**src/rtl/fp8_add_arbiter.sv**
```systemverilog
// fp8_add_arbiter: shares one external pipelined FP8 adder among N requesters.
// A round-robin arbiter issues at most one operand pair per cycle into the
// adder. A tag pipeline of the same depth as the adder carries the owner's
// index alongside each operation, so every result returns to its requester.
// This block never looks inside the FP8 values; all arithmetic is in the adder.
module fp8_add_arbiter #(
    parameter int N       = 4,
    parameter int ADD_LAT = 4,
    parameter int IDW     = 2
) (
    input  logic             CLK,
    input  logic             RESETN,
    input  logic [N-1:0]     req_valid,
    input  logic [8*N-1:0]   req_a,
    input  logic [8*N-1:0]   req_b,
    output logic [N-1:0]     req_ready,
    output logic [7:0]       add_a,
    output logic [7:0]       add_b,
    input  logic [7:0]       add_c,
    output logic [N-1:0]     rsp_valid,
    output logic [7:0]       rsp_data,
    output logic [IDW+1:0]   inflight_cnt
);

    localparam int CW = IDW + 2;

    logic [IDW-1:0] r_rr_ptr;
    logic [ADD_LAT-1:0] r_tag_vld;
    logic [IDW-1:0] r_tag_idx [ADD_LAT];
    logic [CW-1:0] r_inflight;

    logic           w_found;
    logic [IDW-1:0] w_winner;
    logic           w_transfer;
    logic           w_rsp;

    // Round-robin search: start one past the last winner, wrap, first set bit wins.
    // NOTE: blocking assignments in always_comb so w_found set in one loop
    // iteration is seen by the next; defaults at the top prevent latches.
    always_comb begin
        w_found  = 1'b0;
        w_winner = '0;
        for (int k = 1; k <= N; k++) begin
            if (!w_found && req_valid[(int'(r_rr_ptr) + k) % N]) begin
                w_found  = 1'b1;
                w_winner = IDW'((int'(r_rr_ptr) + k) % N);
            end
        end
    end

    // Grants are suppressed while reset is asserted so nothing is accepted
    // that the (also reset) tag pipe could not track.
    assign w_transfer = w_found & RESETN;
    assign w_rsp      = r_tag_vld[ADD_LAT-1];

    // One-hot grant and operand mux toward the adder; zeros when idle.
    always_comb begin
        req_ready = '0;
        add_a     = 8'h00;
        add_b     = 8'h00;
        if (w_transfer) begin
            req_ready[w_winner] = 1'b1;
            add_a               = req_a[8*w_winner +: 8];
            add_b               = req_b[8*w_winner +: 8];
        end
    end

    // Round-robin pointer advances to the winner only when a pair is accepted.
    // NOTE: non-blocking assignments for all sequential state, so every
    // flop samples pre-edge values regardless of statement order.
    always_ff @(posedge CLK or negedge RESETN) begin
        if (!RESETN) begin
            r_rr_ptr <= IDW'(N - 1);
        end else if (w_transfer) begin
            r_rr_ptr <= w_winner;
        end
    end

    // Tag pipe: {valid, owner} shifted in lockstep with the adder stages.
    // NOTE: the index array is reset along with the valids; it is only a few
    // flops and keeps the response decode free of X after reset.
    always_ff @(posedge CLK or negedge RESETN) begin
        if (!RESETN) begin
            r_tag_vld <= '0;
            for (int k = 0; k < ADD_LAT; k++) begin
                r_tag_idx[k] <= '0;
            end
        end else begin
            r_tag_vld    <= {r_tag_vld[ADD_LAT-2:0], w_transfer};
            r_tag_idx[0] <= w_winner;
            for (int k = 1; k < ADD_LAT; k++) begin
                r_tag_idx[k] <= r_tag_idx[k-1];
            end
        end
    end

    // Response routing: last tag stage selects the owner of the adder result.
    always_comb begin
        rsp_valid = '0;
        rsp_data  = 8'h00;
        if (w_rsp) begin
            rsp_valid[r_tag_idx[ADD_LAT-1]] = 1'b1;
            rsp_data                        = add_c;
        end
    end

    // In-flight counter: +1 per issue, -1 per response, unchanged when both.
    always_ff @(posedge CLK or negedge RESETN) begin
        if (!RESETN) begin
            r_inflight <= '0;
        end else begin
            case ({w_transfer, w_rsp})
                2'b10:   r_inflight <= r_inflight + CW'(1);
                2'b01:   r_inflight <= r_inflight - CW'(1);
                default: r_inflight <= r_inflight;
            endcase
        end
    end

    assign inflight_cnt = r_inflight;

endmodule

```
**config.mk**
```make
export PLATFORM = sky130hd
export DESIGN_NAME = fp8_add_arbiter
export DESIGN_NICKNAME = d
export VERILOG_FILES = /design/src/rtl/fp8_add_arbiter.sv
export SDC_FILE = /design/constraint.sdc
export NUM_CORES = 1
export LEC_CHECK = 0
export CORE_MARGIN = 2
export CORE_UTILIZATION = 34
export CTS_BUF_LIST = sky130_fd_sc_hd__clkbuf_8
export CTS_CLUSTER_SIZE = 10
export DETAILED_ROUTE_END_ITERATION = 10
export GPL_TIMING_DRIVEN = 0
export PLACE_DENSITY = 0.95
export SLEW_MARGIN = 15
export SYNTH_ARGS = -nofsm -noshare
export SYNTH_HDL_FRONTEND = slang
export SYNTH_SLANG_ARGS = --single-unit
```
**constraint.sdc**
```tcl
create_clock -name CLK -period 2.5 [get_ports CLK]
set_input_delay 0.5 -clock CLK [delete_from_list [all_inputs] [get_ports CLK]]
set_output_delay 0.5 -clock CLK [all_outputs]
set_load 0.01 [all_outputs]
```
==> run metrics, run 1 <==
post-synth top area share 28.8%; crit end category output port; EDFF count, synth 0; CP Cell Sequence nand2_1 > a311o_1 > buf_6 > buf_12 > mux2i_4 > o22ai_2 > buf_2; CTS Buffer Depth 2; Met3 Wirelength 379 um; post-synthesis cell type count 34; register bit count reported by yosys 18; fin area 2770 um2; DP HPWL 3510 um; Worst R2R Start r_tag_vld[3]; crit path time final 2.59 ns; Ys Warns 0; Slew Limit Fails 0; final hold violation count 0; Overall Global Routing Usage 19.6%; routability cong. 0.721; Syn Inst Count 131; insertion delay to the later sink of the worst-skew pair 0.25 ns; chip width 68.0 um; Final TNS setup -0.459 ns; xor/xnor share of the synthesized area 3.15%; post-synthesis cell area 1390 um2; H-tree depth 1; sequential fraction of the synthesis area 32.6%; DRC violations left 0; largest net degree at the start of global routing 20; compound-cell area share of the yosys netlist 14.9%; syn_area_per_cell 10.6 um2; top cells by area, synth dfrtp_1 (29%), mux2i_1 (24%), o22ai_2 (5.4%); Max FO, Critical Path 6; reg2reg end inflight_cnt[2]; run status complete, but fails checks; Starting Density 35.0%; ys async rst share 100%; crit start category register; mux share of post-synthesis cell area 24.6%; cell leakage power 0.00122 uW; max_cap viols 0; highest routed layer met4; Antenna Cells 0; largest family of logic cells by synthesized area multiplexers; WL final 4500 um; Final ANT Viol Nets 0; first-pass GRT wire length 6870 um; power per cell area 583 nW/um2; Synth-to-Final Area Change 98.9%; Tcrit/Tclk final 104%; initial antenna violation count 0; VDD IR max 0.327 mV; WL/cell 14.6 um; DRT Pass-1 Iters 4; port bufs 113; top cells by count, synth mux2i_1 (33), dfrtp_1 (16), o22ai_1 (10); CTS Root Cell clkbuf_8; Syn Nets 212; placed inst area 2580 um2; Setup WS post-layout -0.0922 ns; Final setup viols 12; clock skew 0.00161 ns; row cnt 23; core area 3970 um2; failing checks negative setup slack; critical path required time 2.00 ns; hold slack 0.137 ns; post-DR vias/cell 5.04; met1 WL 1560 um; Initial DRC Count 41; clock sinks 18; CTS tree done; kind of critical path reg2out; Peak Freq 386 MHz; grt ovf 0; io pins 114; crit path DAT 2.09 ns; share of cells above drive strength 1 30.5%; adder-cell share of the synthesized area 2.70%; vias in the first global route 1606; CTS Hold Bufs 0; Slew HR 80.3%; Slowest-stage cell, CP dfstp_2; Worst Tran Pin Value 0.296 ns; leading area contributor after synthesis dfrtp_1; total CTS buffers 3; Main synth FF type dfrtp_1; die height 68.0 um; length in cells of the worst reg-to-reg path 7; Vias 1558; Met2 Routed Length 2550 um; Crit path largest cell delay 0.57 ns; simple-gate area share of the yosys netlist 13.7%; Final #Nets 341; FF-to-FF setup slack 0.82 ns; count leader, synth mux2i_1; Hold WC Path Type in2async; RSZ-0062 raised after global routing true; Reg clk slew, reported paths 0.06 ns; DIE AREA 4620 um2
-- how the worst max path moves through the flow --
stage / from / to / depth (start not counted)
after floorplan: r_rr_ptr[1] / add_a[2] / 7
after global placement: RESETN / add_b[4] / 7
after detailed placement: RESETN / add_b[4] / 7
after CTS: r_rr_ptr[1] / add_b[4] / 8
after global routing: r_rr_ptr[1] / add_b[1] / 8
final: r_rr_ptr[1] / add_b[4] / 7
-- sequential cells by signal, indices dropped and copies added, names as in the netlist --
signal and count:
inflight_cnt 4, r_rr_ptr 2, r_tag_idx 8, r_tag_vld 4
-- layer usage --
layer / vias to the layer above / global-route usage (%)
li1: 743 / -
met3: 2 / 5.43
met2: 77 / 39.7
met5: - / 0
met1: 736 / 19.9
met4: 0 / 3.00
-- through the flow --
step / total power [uW] / std cells / setup WS [ns] / utilization [%]
floorplan: 884 / 131 / 0.359 / -
global placement: 1260 / 294 / -1.27 / 65.1
detailed placement: 1290 / 294 / -1.30 / 65.1
CTS: 1590 / 309 / -0.0991 / 68.4
global route: 1720 / 309 / -0.198 / 69.7
finish: 1610 / 309 / -0.0922 / 69.7
-- logic make-up (layout without fill, tap and decap cells) --
group	after synthesis	in the layout
AOI/OAI and AO/OA	26	26
xor gates and xnor gates	5	5
adders and majority gates	3	3
buffers and inverters	12	140
DFF	18	18
muxes	34	34
and+or+nand+nor	33	33
-- worst max-delay path: cells and delay by family (launching register included) --
kind                   cells  cell delay, ns
multiplexers               1            0.18
buffers and inverters      3            0.49
AND/OR/NAND/NOR            1            0.06
flip-flops                 1            0.57
AO/OA/AOI/OAI              2            0.54
-- area by class of cell --
class	count	area, um2
Buffer	8	113
Clock buffer	4	55.1
Fill cell	287	1200
Inverter	3	11.3
Multi-Input combinational cell	101	917
Sequential cell	18	453
Tap cell	50	62.6
Timing Repair Buffer	125	1160
-- repair_timing --
| action | in CTS | in global routing |
|---|---|---|
| pin swaps | 8 | 5 |
| setup endpoints to repair | 23 | 19 |
| setup buffers | 9 | 0 |
| gates resized for setup | 103 | 18 |
| gates cloned | 3 | 0 |
-- power by group --
group	total, uW	switching [uW]	internal, uW
logic	944	375	569
registers	437	66.8	370
clock network	232	91.9	140
total	1610	534	1080
-- layout by cell type (no fill, tap or decap), drive strengths merged, types with 2 or more instances in the layout --
master	instances
a211oi	2
dfstp	2
and2	8
clkbuf	7
clkdlybuf4s15	2
nor3	2
and3	3
dlygate4sd2	2
ha	3
nor2	4
o21ai	4
nand2	9
a21oi	2
dfrtp	16
clkdlybuf4s50	88
o22ai	16
buf	38
inv	3
mux2i	33
xor2	4
(Power assumes the default switching activity.)
==> run 2, diff against run 1 <==
==> constraint.sdc (replaced) <==
create_clock -name CLK -period 2.5 [get_ports CLK]
set_input_delay 0.75 -clock CLK [delete_from_list [all_inputs] [get_ports CLK]]
set_output_delay 0.75 -clock CLK [all_outputs]
set_load 0.01 [all_outputs]
==> run 2 against run 1 <==
The flow still finishes with violations (negative setup slack). First-iteration DRC count up 51%. Clock skew up 0.00066 ns. Maximum frequency down 13%. Cell area up 8.1%. Cell count up 2.6%. Count of clock-buffer cells in the layout unchanged. Critical path depth up 2. Global-route usage up 2.3 points. Flip-flop and latch count unchanged. Hold slack better by 0.21 ns. Total power up 10%. Combinational power up 18%.
==> run metrics, run 2 (synthesis gave the netlist of run 1 again) <==
run status complete, but fails checks; failing checks negative setup slack; row cnt 23; Starting Density 35.0%; Slew Limit Fails 0; Slew HR 75.0%; Synth-to-Final Area Change 115%; CTS Root Cell clkbuf_8; Vias 1645; clock skew 0.00227 ns; clock sinks 18; fin area 2990 um2; crit start category input port; grt ovf 0; port bufs 113; Worst Tran Pin Value 0.375 ns; Cell Count Post-Placement 294; DRC violations left 0; Final #Nets 349; Antenna Cells 0; io pins 114; crit path time final 2.98 ns; Final setup viols 20; initial antenna violation count 0; vias in the first global route 1629; largest net degree at the start of global routing 20; DP HPWL 3590 um; DIE AREA 4620 um2; Reg clk slew, reported paths 0.07 ns; kind of critical path in2out; commonest cells after routing, fill and taps aside clkdlybuf4s50_1 (80), buf_2 (18), mux2i_1 (17), o22ai_2 (16), dfrtp_1 (16); H-tree depth 1; DRT Pass-1 Iters 4; CTS Hold Bufs 0; FF-to-FF setup slack 0.61 ns; critical path required time 1.75 ns; Peak Freq 336 MHz; Tcrit/Tclk final 119%; Biggest register r_tag_idx; VDD IR max 0.347 mV; cell leakage power 0.00132 uW; share of cells above drive strength 1 40.1%; final hold violation count 0; Final ANT Viol Nets 0; Initial DRC Count 62; Finished Layout Cells 317; CTS tree done; core area 3970 um2; insertion delay to the later sink of the worst-skew pair 0.25 ns; chip width 68.0 um; Hold WC Path Type reg2reg; CTS Buffer Depth 2; max_cap viols 0; total CTS buffers 3; die height 68.0 um; crit path DAT 2.23 ns; RSZ-0062 raised after global routing true; Overall Global Routing Usage 21.9%; max reg flops 8; Max FO, Critical Path 7; crit end category output port; most common cell after layout, fill and taps aside clkdlybuf4s50_1; Setup WS post-layout -0.475 ns; placed inst area 2670 um2; WL/cell 17.4 um; post-DR vias/cell 5.19; power per cell area 595 nW/um2; routability cong. 0.730; first-pass GRT wire length 7620 um; WL final 5530 um
-- run 2: worst paths after layout --
check	from	end	cells past startpoint
min	r_tag_vld[2]	r_tag_vld[3]	0
max in group asynchronous	RESETN	r_rr_ptr[0]	1
min in group asynchronous	RESETN	inflight_cnt[3]	1
min reg2reg	r_tag_vld[2]	r_tag_vld[3]	0
max reg2reg	r_rr_ptr[1]	r_rr_ptr[1]	8
max	req_valid[0]	add_b[6]	9
-- run 2: report_power, final --
part	leakage, uW	internal (uW)	switching (uW)
clock network	0.0000288	140	97.0
logic	0.00109	652	456
registers	0.000208	369	66.9
-- run 2: layout make-up --
class	instances	area, um2
timing repair buffer	133	1250
clock buffer	4	55.1
fill	237	978
multi-input combinational	101	1030
tap	50	62.6
buffer	8	119
sequential	18	453
inverter	3	13.8
-- run 2: stage by stage --
| step | setup WS, ns | utilization (%) | setup TNS (ns) | power (uW) | hold WS [ns] |
|---|---|---|---|---|---|
| 5_1_grt | -0.506 | 75.4 | -8.77 | 1880 | 0.364 |
| 4_1_cts | -0.375 | 71.6 | -6.56 | 1670 | 0.351 |
| 3_5_place_dp | -1.86 | 67.2 | -38.55 | 1340 | 0.335 |
| 3_3_place_gp | -1.81 | 67.2 | -37.16 | 1300 | 0.333 |
| 2_1_floorplan | -0.0456 | - | -0.301 | 920 | 0.331 |
| 6_report | -0.475 | 75.4 | -7.57 | 1780 | 0.350 |
-- run 2: critical path, cell delays in order --
cell and delay, ns:
buf_8 0.11, nor2_4 0.11, o21ai_2 0.07, a311o_1 0.33
buf_6 0.19, buf_6 0.13, mux2i_2 0.14, o22ai_2 0.21
buf_2 0.18
-- run 2: timing repair --
action	in CTS	in global routing
pin swaps	20	8
buffers inserted	12	4
cloned	4	0
gates resized for setup	134	31
endpoints found under the setup margin	33	24
-- run 2: routing by layer --
metal	share of wire (%)	up-vias	global-route usage (%)
li1	-	758	-
met1	34	786	23.3
met2	55	91	42.5
met3	8.7	10	5.76
met4	1.6	0	5.00
met5	0	-	0
==> RTL edit 1 (settings of run 1) <==
Make the reset (`RESETN`) synchronous in 3 clocked blocks.
--- a/src/rtl/fp8_add_arbiter.sv
+++ b/src/rtl/fp8_add_arbiter.sv
@@ -70,3 +70,3 @@
     // flop samples pre-edge values regardless of statement order.
-    always_ff @(posedge CLK or negedge RESETN) begin
+    always_ff @(posedge CLK) begin
         if (!RESETN) begin
@@ -81,3 +81,3 @@
     // flops and keeps the response decode free of X after reset.
-    always_ff @(posedge CLK or negedge RESETN) begin
+    always_ff @(posedge CLK) begin
         if (!RESETN) begin
@@ -107,3 +107,3 @@
     // In-flight counter: +1 per issue, -1 per response, unchanged when both.
-    always_ff @(posedge CLK or negedge RESETN) begin
+    always_ff @(posedge CLK) begin
         if (!RESETN) begin
Function: differs if RESETN is asserted again (counterexample within 4 cycles, from zero or initial values and one cycle with RESETN low); with RESETN held inactive, the same outputs for 4 cycles.
==> RTL edit 1 against run 1 <==
Maximum frequency grew 6.1%. Area after synthesis shrank 4.2%. Total power shrank 32%. Highest routed layer unchanged. Sequential power shrank 26%. Cell area shrank 1.2%. Wire length grew 3.8%. Critical path type is now in2out. Sequential cell count is the same. Worst setup slack gained 0.15 ns. Sequential share of layout area shrank 3.1 points.
==> RTL edit 1: results (changes against run 1) <==
INFO  metric outcome = finished, final reports clean
INFO  metric cp_data_arrival_time = 1.94 ns (-0.15 ns)
INFO  metric power.ir.vdd_worst = 205 uV (-37%)
INFO  metric mappedNetlistNets = 229 (+8.0%)
INFO  metric yosysSeqAreaShare = 27.0% (-5.5 points)
INFO  metric n_fill_cell = 269 (-6.3%)
INFO  metric wl_met2 = 2510 um (-1.8%)
INFO  metric synthTopCellsByCount = sky130_fd_sc_hd__mux2i_1 (33), sky130_fd_sc_hd__and2_1 (19), sky130_fd_sc_hd__dfxtp_1 (18)
INFO  metric r2r_start = r_tag_vld[3]
INFO  metric postSynth.asyncResetShare = 0% (-100 points)
INFO  metric register_share_of_total_power = 29.3% (+2.2 points)
INFO  metric dp.final_hpwl = 3580 um (+1.9%)
INFO  metric drive_above_1_share = 23.0% (-7.5 points)
INFO  metric grt_util_met2 = 41.1% (+1.4 points)
INFO  metric pre_cts_slack = -0.844 ns (+0.455 ns)
INFO  metric route.layer.met1.wl = 1520 um (-2.0%)
INFO  metric relSlewSlack = 77.5% (-2.8 points)
INFO  metric routed-via-count = 1614 (+3.6%)
INFO  metric p_leak = 1.26 nW (+3.7%)
INFO  metric grt_start_max_net_pins = 11 (-45%)
INFO  metric timing.rr.end = inflight_cnt[2]
INFO  metric fin_skew = 0.000852 ns (-0.000754 ns)
INFO  metric min_period_over_period = 97.8% (-5.9 points)
INFO  metric grt_use_met1 = 18.2% (-1.8 points)
INFO  metric cts_inserted_buffers = 3 (unchanged)
INFO  metric global_route_usage_over_all_layers = 20.2% (+0.63 points)
INFO  metric synth_top_cells_by_area = sky130_fd_sc_hd__dfxtp_1 (27%), sky130_fd_sc_hd__mux2i_1 (25%), sky130_fd_sc_hd__and2_1 (8.9%)
INFO  metric powerClk = 238 uW (+3%)
INFO  metric post_synth_num_cell_types = 33 (-2.9%)
INFO  metric wl = 4670 um (+3.8%)
INFO  metric first_pass_iters = 4 (unchanged)
INFO  metric gpl.final_weighted_congestion = 0.775 (+7.5%)
INFO  metric timing.hold.ws = 0.436 ns (+0.298 ns)
INFO  metric classification_of_the_worst_slack_hold_path = reg2reg
INFO  metric critPathMaxFanout = 10 (+4)
INFO  metric dr.first_iter.drc_count = 30 (-27%)
INFO  metric grt_pass1_wl = 6860 um (-0.20%)
INFO  metric route.met3.wl = 497 um (+31%)
INFO  metric power.switching = 324 uW (-39%)
INFO  metric worst_setup_path_startpoint = req_valid[3]
INFO  metric num-nets-final = 360 (+5.6%)
INFO  metric crit_end = add_b[5]
INFO  metric met3_usage = 6.42% (+0.99 points)
==> RTL edit 1: worst max-delay path, cell delays in order <==
cell and delay, ns:
sky130_fd_sc_hd__buf_4 0.16, sky130_fd_sc_hd__nand2b_4 0.07, sky130_fd_sc_hd__buf_4 0.13, sky130_fd_sc_hd__buf_4 0.13, sky130_fd_sc_hd__nand3_2 0.08, sky130_fd_sc_hd__o221a_4 0.20, sky130_fd_sc_hd__nand2_4 0.10, sky130_fd_sc_hd__buf_8 0.18
sky130_fd_sc_hd__o22ai_1 0.13, sky130_fd_sc_hd__clkdlybuf4s15_2 0.26
==> RTL edit 1: cells by family (layout without fill, tap and decap cells) <==
kind of cell | after synthesis | after routing | share of synthesized area, %
AND/OR/NAND/NOR | 50 | 50 | 21.8
multiplexers | 33 | 33 | 24.8
XOR/XNOR | 4 | 4 | 2.63
AO/OA/AOI/OAI | 27 | 27 | 13.1
flip-flops | 18 | 18 | 27.0
adder cells (fa/ha/maj) | 3 | 3 | 2.82
buffers and inverters | 13 | 143 | 7.79
==> RTL edit 1: cell type report <==
type                       count  area share [%]
buffer                         8            3.71
clock buffer                   4            2.01
inverter                       5           0.686
multi-input combinational    117            35.2
sequential                    18            13.3
tap                           48            2.20
timing repair buffer         126            42.9
==> RTL edit 1: timing repair <==
action                                  in CTS  in global routing
buffers inserted                            11                  1
resized for setup                           87                 27
cloned                                       0                  1
endpoints found under the setup margin      22                 18
pin swaps                                    4                  5
==> RTL edit 1: per-stage QoR <==
step / cells / instance area (sq um) / TNS, ns / total power, mW
floorplan: 148 / 1330 / 0 / 0.567
detailed placement: 309 / 2520 / -14.76 / 0.828
global placement: 309 / 2520 / -13.78 / 0.817
global route: 326 / 2740 / -0.0533 / 1.16
CTS: 324 / 2650 / -0.0965 / 1.07
finish: 326 / 2740 / 0 / 1.10
==> RTL edit 2 (settings of run 1) <==
Without the edit above. Set the parameter `ADD_LAT` to 2 (it was 4).
--- a/src/rtl/fp8_add_arbiter.sv
+++ b/src/rtl/fp8_add_arbiter.sv
@@ -7,3 +7,3 @@
     parameter int N       = 4,
-    parameter int ADD_LAT = 4,
+    parameter int ADD_LAT = 2,
     parameter int IDW     = 2
Function: not settled (the Yosys comparison gave no result); the edit may change what the design does.
==> RTL edit 2 against run 1 <==
The flow still finishes with violations (setup timing). Total power fell by 6.9%. Cell area is 4.6% lower. Sequential share of layout area decreased by 4.9 points. Worst setup slack improved by 0.035 ns. Cell count is 2.6% lower. Sequential cell count down 6. Clock skew hardly changed. Area after synthesis fell by 11%. Wire length is 0.64% lower.
==> RTL edit 2: results (changes against run 1) <==
INFO  metric route.layer.met1.wl = 1610 um (+3.7%)
INFO  metric mappedNetlistNets = 206 (-2.8%)
INFO  metric combPwrFrac = 64.5% (+5.9 points)
INFO  metric global_route_usage_over_all_layers = 20.4% (+0.79 points)
INFO  metric dr.first_iter.drc_count = 24 (-41%)
INFO  metric final_count_of_negative_setup_slack_endpoints = 14 (+2)
INFO  metric grt_start_max_net_pins = 14 (-30%)
INFO  metric fin_skew = 0.00119 ns (-0.000413 ns)
INFO  metric r2r_start = r_tag_vld[1]
INFO  metric worst_path_largest_cell_delay = 0.60 ns (+0.03 ns)
INFO  metric power.ir.vdd_worst = 316 uV (-3.1%)
INFO  metric wl_met2 = 2440 um (-4.3%)
INFO  metric syn-instance-count = 125 (-4.6%)
INFO  metric cp_data_arrival_time = 2.06 ns (-0.03 ns)
INFO  metric placed_cell_area = 2430 sq um (-6.0%)
INFO  metric synth_top_cells_by_area = sky130_fd_sc_hd__mux2i_1 (27%), sky130_fd_sc_hd__dfrtp_1 (20%), sky130_fd_sc_hd__o22ai_2 (6.0%)
INFO  metric failed_checks = setup timing
INFO  metric wl_per_cell = 14.9 um (+2.0%)
INFO  metric swShare = 34.7% (+1.6 points)
INFO  metric powerClk = 207 uW (-11%)
INFO  metric relSlewSlack = 77.8% (-2.5 points)
INFO  metric cts_resized = 96 (-6.8%)
INFO  metric routed-via-count = 1508 (-3.2%)
INFO  metric outcome = finished, violations left
INFO  metric power.density_cell_area = 569 nW/um^2 (-2.4%)
INFO  metric placed_cells = 284 (-3.4%)
INFO  metric pre_cts_slack = -1.01 ns (+0.294 ns)
INFO  metric wl = 4470 um (-0.64%)
INFO  metric layout_setup_ws = -0.0573 ns (+0.0349 ns)
INFO  metric gpl.final_weighted_congestion = 0.773 (+7.1%)
INFO  metric finalSetupTns = -0.446 ns (+0.0131 ns)
INFO  metric critPathMaxFanout = 7 (+1)
RTL edit 2: cell count changes after synthesis, sizes merged:
cell and change:
dfrtp -6
RTL edit 2: area by class of cell:
| cell class | count | area (sq um) |
|---|---|---|
| Timing Repair Buffer | 127 | 1180 |
| Clock buffer | 4 | 55.1 |
| Inverter | 3 | 11.3 |
| Fill cell | 234 | 776 |
| Multi-Input combinational cell | 101 | 921 |
| Tap cell | 46 | 57.6 |
| Buffer | 8 | 113 |
| Sequential cell | 12 | 303 |
RTL edit 2: path summary, 6_finish.rpt:
path	to	slack [ns]	cells after the start
min in group CLK	r_tag_idx[0]	0.35	0
hold / removal	inflight_cnt[2]	0.24	1
setup / recovery	add_b[1]	-0.06	8
max in group asynchronous	r_rr_ptr[1]	1.98	1
hold reg to reg	r_tag_idx[0]	0.35	0
setup reg to reg	inflight_cnt[2]	0.74	7
RTL edit 2: layer usage:
layer  vias to the layer above  global-route usage, %
li1                        728                      -
met3                         4                   5.03
met4                         0                   5.59
met2                        78                   40.2
met5                         -                      0
met1                       698                   21.1
RTL edit 2: kinds of logic after synthesis:
logic type                 synth area share [%]
adders and majority gates                  3.02
AOI/OAI and AO/OA                          16.7
xor gates and xnor gates                   3.53
muxes                                      27.5
buffers and inverters                      9.47
and+or+nand+nor                            15.3
DFF                                        24.4
RTL edit 2: critical path: cells and delay by family (launching register included):
| family | cells | cell delay [ns] |
|---|---|---|
| buf+inv | 3 | 0.52 |
| compound gates | 3 | 0.44 |
| flops | 1 | 0.60 |
| mux | 1 | 0.20 |
| simple gates | 1 | 0.06 |
